--- config.mk ---
export PLATFORM = sky130hd
export DESIGN_NAME = button_event
export DESIGN_NICKNAME = d
export VERILOG_FILES = /design/src/rtl/button_event_pkg.sv /design/src/rtl/button_tick_gen.sv /design/src/rtl/button_event.sv
export SDC_FILE = /design/constraint.sdc
export NUM_CORES = 1
export LEC_CHECK = 0
export ABC_AREA = 1
export CORE_MARGIN = 2
export CORE_UTILIZATION = 30
export DETAILED_ROUTE_END_ITERATION = 8
export GPL_TIMING_DRIVEN = 0
export PLACE_DENSITY = 0.54
export SYNTH_ARGS = -nofsm -noshare
export SYNTH_HDL_FRONTEND = slang
export SYNTH_SLANG_ARGS = --single-unit
--- constraint.sdc ---
create_clock -name clock -period 1.9 [get_ports clock]
set_clock_uncertainty 0.1 [all_clocks]
set_input_delay 0.38 -clock clock [delete_from_list [all_inputs] [get_ports clock]]
set_output_delay 0.38 -clock clock [all_outputs]
set_load 0.01 [all_outputs]
--- src/rtl/button_event_pkg.sv ---
// Shared types and constants for the button event classifier.
// Latency: n/a (declarations only).
// Backpressure: n/a (declarations only).
package button_event_pkg;

  // Width of the millisecond counter; it saturates at all-ones.
  localparam int MS_W = 16;
  localparam logic [MS_W-1:0] MS_MAX = '1;

  // Classifier states.
  typedef enum logic [2:0] {
    ST_IDLE  = 3'd0,
    ST_DOWN1 = 3'd1,
    ST_UP1   = 3'd2,
    ST_DOWN2 = 3'd3,
    ST_LONG  = 3'd4
  } state_t;

  // Classified event bundle; at most one bit is set in any cycle.
  typedef struct packed {
    logic short_click;
    logic double_click;
    logic long_press;
    logic repeat_evt;
  } evt_t;

  // Clamp a millisecond threshold into the counter range so an oversized
  // parameter still compares against a reachable value.
  function automatic logic [MS_W-1:0] ms_limit(input int unsigned v);
    if (v > 32'(MS_MAX)) begin
      return MS_MAX;
    end
    return MS_W'(v);
  endfunction

endpackage

--- src/rtl/button_tick_gen.sv ---
// Free-running 1 ms timebase: one-cycle tick every TICK_DIV clocks.
// Latency: tick is registered, high in the cycle after the counter wraps.
// Backpressure: none; runs continuously and is never cleared by the classifier.
module button_tick_gen #(
  parameter int unsigned TICK_DIV = 50000
) (
  input  logic clock,
  input  logic reset_n,
  output logic tick
);

  localparam int CW = (TICK_DIV > 1) ? $clog2(TICK_DIV) : 1;
  localparam logic [CW-1:0] LAST = CW'(TICK_DIV - 1);

  logic [CW-1:0] cnt;

  // Count 0..TICK_DIV-1 and flag the wrap as a registered tick.
  always_ff @(posedge clock or negedge reset_n) begin
    if (!reset_n) begin
      cnt  <= '0;
      tick <= 1'b0;
    end else begin
      tick <= (cnt == LAST);
      if (cnt == LAST) begin
        cnt <= '0;
      end else begin
        cnt <= cnt + CW'(1);
      end
    end
  end

endmodule

--- src/rtl/button_event.sv ---
// Classifies a debounced button into press/release edges and click/long/repeat events.
// Latency: every output is registered, one cycle after the causing input or timeout.
// Backpressure: none; pulses are one cycle wide and must be consumed when seen.
module button_event
  import button_event_pkg::*;
#(
  parameter int unsigned TICK_DIV  = 50000,
  parameter int unsigned LONG_MS   = 800,
  parameter int unsigned DCLICK_MS = 250,
  parameter int unsigned REPEAT_MS = 100
) (
  input  logic clock,
  input  logic reset_n,
  input  logic btn_db,
  output logic held,
  output logic press,
  output logic release_pulse,
  output logic short_click,
  output logic double_click,
  output logic long_press,
  output logic repeat_pulse
);

  localparam logic [MS_W-1:0] LONG_LIM   = ms_limit(LONG_MS);
  localparam logic [MS_W-1:0] DCLICK_LIM = ms_limit(DCLICK_MS);
  localparam logic [MS_W-1:0] REPEAT_LIM = ms_limit(REPEAT_MS);

  logic            btn_prev;
  logic            rise;
  logic            fall;
  logic            tick;
  logic [MS_W-1:0] ms;
  logic            ms_clr;
  logic            rpt_clr;
  state_t          state;
  state_t          state_nxt;
  evt_t            evt_nxt;
  evt_t            evt_q;

  button_tick_gen #(
    .TICK_DIV(TICK_DIV)
  ) u_tick (
    .clock  (clock),
    .reset_n(reset_n),
    .tick   (tick)
  );

  // Edges are seen against last cycle's sampled level.
  assign rise = btn_db & ~btn_prev;
  assign fall = ~btn_db & btn_prev;

  // Sample the level and register the edge pulses alongside it.
  always_ff @(posedge clock or negedge reset_n) begin
    if (!reset_n) begin
      btn_prev      <= 1'b0;
      press         <= 1'b0;
      release_pulse <= 1'b0;
    end else begin
      btn_prev      <= btn_db;
      press         <= rise;
      release_pulse <= fall;
    end
  end

  assign held = btn_prev;

  // Next state and event; an edge always takes priority over a timeout.
  always_comb begin
    state_nxt = state;
    evt_nxt   = '0;
    rpt_clr   = 1'b0;
    case (state)
      ST_IDLE: begin
        if (rise) begin
          state_nxt = ST_DOWN1;
        end
      end
      ST_DOWN1: begin
        if (fall) begin
          state_nxt = ST_UP1;
        end else if (ms == LONG_LIM) begin
          state_nxt          = ST_LONG;
          evt_nxt.long_press = 1'b1;
        end
      end
      ST_UP1: begin
        if (rise) begin
          state_nxt            = ST_DOWN2;
          evt_nxt.double_click = 1'b1;
        end else if (ms == DCLICK_LIM) begin
          state_nxt           = ST_IDLE;
          evt_nxt.short_click = 1'b1;
        end
      end
      ST_DOWN2: begin
        // Second press of a double click is already reported; just wait it out.
        if (fall) begin
          state_nxt = ST_IDLE;
        end
      end
      ST_LONG: begin
        if (fall) begin
          state_nxt = ST_IDLE;
        end else if (ms == REPEAT_LIM) begin
          evt_nxt.repeat_evt = 1'b1;
          rpt_clr            = 1'b1;
        end
      end
      default: begin
        state_nxt = ST_IDLE;
      end
    endcase
    ms_clr = (state_nxt != state) || rpt_clr;
  end

  // Millisecond counter: restart on any state change or repeat, else count ticks.
  always_ff @(posedge clock or negedge reset_n) begin
    if (!reset_n) begin
      ms <= '0;
    end else if (ms_clr) begin
      ms <= '0;
    end else if (tick && (ms != MS_MAX)) begin
      ms <= ms + MS_W'(1);
    end
  end

  // State register and registered event pulses.
  always_ff @(posedge clock or negedge reset_n) begin
    if (!reset_n) begin
      state <= ST_IDLE;
      evt_q <= '0;
    end else begin
      state <= state_nxt;
      evt_q <= evt_nxt;
    end
  end

  assign short_click  = evt_q.short_click;
  assign double_click = evt_q.double_click;
  assign long_press   = evt_q.long_press;
  assign repeat_pulse = evt_q.repeat_evt;

endmodule

==> out/results.ini <==
[place]
placed_cell_area_sq_mm=0.00277
globalplace.congestion=0.849
dpl.hpwl_um=3820
io_buffers=9

[yosys]
synth_top_area_cell=dfrtp_1
synth_most_common_cell=nand2_1
synth_common_cells=nand2_1 (50), nor2_1 (47), dfrtp_1 (43), inv_1 (43), nand3_1 (24)
synth_top_area_share_pct=42.4
syn_area_per_cell_sq_um=7.93
synthTopCellsByArea=dfrtp_1 (42%), nand2_1 (7.4%), nor2_1 (7.0%)
synth_seq_area_share_pct=42.4
async_flop_share_pct=100
yosysUniqueCellTypes=28
synth_edf_count=0
syn_area_sq_mm=0.00254
syn_inst=320
yosys_most_used_dff=dfrtp_1
syn_nets=327
ys_warn_count=0
ys_ff_latch=43

[timing]
maxSlewViolCount=0
setup_viol=0
fin_crit_ps=1860
setup_tns_ps=0
rsz0062_at_grt=yes
worstMarginPinSlew_ps=507
max_freq_mhz=537
holdWs_ps=215
min_period_over_period_pct=98.0
slew_headroom_pct=65.9
hold_violations=0

[pwr]
clockPowerShare_pct=29.4
p_int_mw=1.71
ir_worst_vdd_mv=0.284
power.total_mw=2.52
cellPowerDensity_mw_per_mm2=820
comb_power_share_pct=31.9
p_leak_nw=1.37
pwr-share-seq_pct=38.7
switchingPower_mw=0.805
p_sw_share_pct=32.0

[worst_setup_path]
cp_max_fo=6
worstPathArrival_ps=1950
required_ps=1990
endpoint_kind=register
startpoint_type=register
regToRegSetupSlack_ps=40
path_class=reg -> reg

[run_status]
status=completed

[cts]
clk_pin_slew_ps=90
h-tree-depth=2
clock-root-buffer=clkbuf_8
insertion_delay_ps=290
cts_tree=built
cts_buffers=5
cts_buffer_depth=2
cts_num_sinks=43

[detailed_routing]
drc=0
wl_per_cell_um=11.6
vias=2004
drtIter0Drc=56
ant_nets=0
wl_um=5220
via_per_inst=4.45
first_pass_iters=4

[die]
die_area_sq_mm=0.00921
die_w_um=96.0
fp.dieH_um=96.0
fp.coreArea_sq_mm=0.00822
initial_utilization_pct=30.9
io_pins=10
rows=33

[layout]
syn_to_final_growth_pct=21.1
n_antenna_cell=0
nNetsFinal=351
finalInstanceArea_sq_mm=0.00307
num-fill-cells=846
drive_gt1_share_pct=25.5

[flow_run]
cap_violations=0

[grt]
grt_overflow=0
grt_pass1_vias=1978
antenna_found_initial=0
grt_pass1_wl_um=8820
grt_usage_pct=12.1
grt_max_degree=33

[hold_path]
min_path_type=in -> reg

-- worst max-delay path: stages (launching register included) --
cell,delay [ps]
dfrtp_1,430
inv_2,120
ha_4,150
nand2_1,80
nor3_2,170
nand2_1,90
nor2_2,180
nor3_4,60
nand3_4,160
clkbuf_16,190
nor2_4,30
-- cell usage in the layout, fill, tap and decap left out, types with 2 or more instances in the layout --
| cell | instances |
|---|---|
| nor3_2 | 3 |
| o21ai_0 | 6 |
| nand3_1 | 20 |
| clkdlybuf4s50_1 | 7 |
| inv_2 | 12 |
| nor4_1 | 6 |
| and3_1 | 2 |
| nor2_1 | 40 |
| ha_4 | 2 |
| a21oi_1 | 5 |
| xor2_1 | 12 |
| o21bai_1 | 3 |
| nor3_1 | 10 |
| dfrtp_1 | 42 |
| inv_1 | 41 |
| nand2_1 | 47 |
| nand2_2 | 11 |
| nor2_2 | 15 |
| nor2_4 | 13 |
| o22ai_1 | 2 |
| nand3_2 | 6 |
| buf_4 | 4 |
| nand4_1 | 9 |
| clkinv_2 | 2 |
| clkbuf_8 | 6 |
| buf_12 | 2 |
-- per-layer routing --
layer / vias up / wire length, um / GRT usage (%)
li1: 1064 / - / -
met1: 916 / 2610 / 15.8
met2: 20 / 2430 / 19.6
met3: 4 / 133 / 2.90
met4: 0 / 43 / 4.17
met5: - / 0 / 0
-- power by group through the flow --
| stage | Sequential (mW) | Clock [mW] | Combinational, mW |
|---|---|---|---|
| after global placement | 0.993 | 0 | 0.606 |
| after floorplan | 0.991 | 0 | 0.484 |
| after global routing | 0.979 | 0.817 | 0.867 |
| after detailed placement | 0.993 | 0 | 0.611 |
| after CTS | 0.974 | 0.776 | 0.614 |
| final | 0.974 | 0.742 | 0.803 |
-- flip-flops by register name, summed over array words and instances (netlist names) --
| register | count |
|---|---|
| state | 3 |
| u_tick.tick | 1 |
| u_tick.cnt | 16 |
| repeat_pulse | 1 |
| held | 1 |
| ms | 16 |
| release_pulse | 1 |
| press | 1 |
| long_press | 1 |
| short_click | 1 |
| double_click | 1 |
-- per-stage QoR --
| step | std cells | setup slack, ps | utilization [%] |
|---|---|---|---|
| after floorplan | 320 | 209 | - |
| after global placement | 434 | -873 | 33.6 |
| after detailed placement | 435 | -308 | 33.8 |
| after CTS | 444 | 3.44 | 35.4 |
| after global routing | 450 | -42.1 | 37.4 |
| final | 450 | 37.3 | 37.4 |
-- repair_timing --
| item | 4_1_cts | 5_1_grt |
|---|---|---|
| pin swaps | 0 | 9 |
| resized for setup | 2 | 28 |
| setup endpoints to repair | 2 | 13 |
| hold buffers | 1 | 0 |
| cloned | 0 | 1 |
| endpoints found under the hold margin | 11 | 0 |
| setup buffers | 0 | 5 |
-- worst paths after layout --
path | startpoint | to | cells after the start
min in group asynchronous | reset_n | ms[5] | 2
hold / removal | btn_db | held | 1
max in group asynchronous | reset_n | u_tick.cnt[11] | 3
hold reg to reg | u_tick.cnt[0] | u_tick.cnt[0] | 1
setup reg to reg | ms[0] | ms[8] | 10
setup / recovery | ms[0] | ms[8] | 10
-- cell type report --
| class | instances | area (sq um) | share of cell area (%) |
|---|---|---|---|
| Buffer | 1 | 20.0 | 0.651 |
| Clock buffer | 6 | 82.6 | 2.69 |
| Sequential cell | 43 | 1080 | 35.1 |
| Clock inverter | 2 | 35.0 | 1.14 |
| Timing Repair Buffer | 17 | 184 | 5.99 |
| Inverter | 54 | 204 | 6.64 |
| Tap cell | 105 | 131 | 4.28 |
| Multi-Input combinational cell | 222 | 1340 | 43.6 |
-- cell families (layout without fill, tap and decap cells) --
| family | Yosys count | in the layout | share of synthesized area (%) |
|---|---|---|---|
| buffers and inverters | 55 | 80 | 8.83 |
| xor gates and xnor gates | 12 | 12 | 4.14 |
| adders and majority gates | 4 | 4 | 1.97 |
| DFF | 43 | 43 | 42.4 |
| AOI/OAI and AO/OA | 19 | 19 | 4.19 |
| and+or+nand+nor | 187 | 187 | 38.5 |
Power figures use the tool's default switching activity.
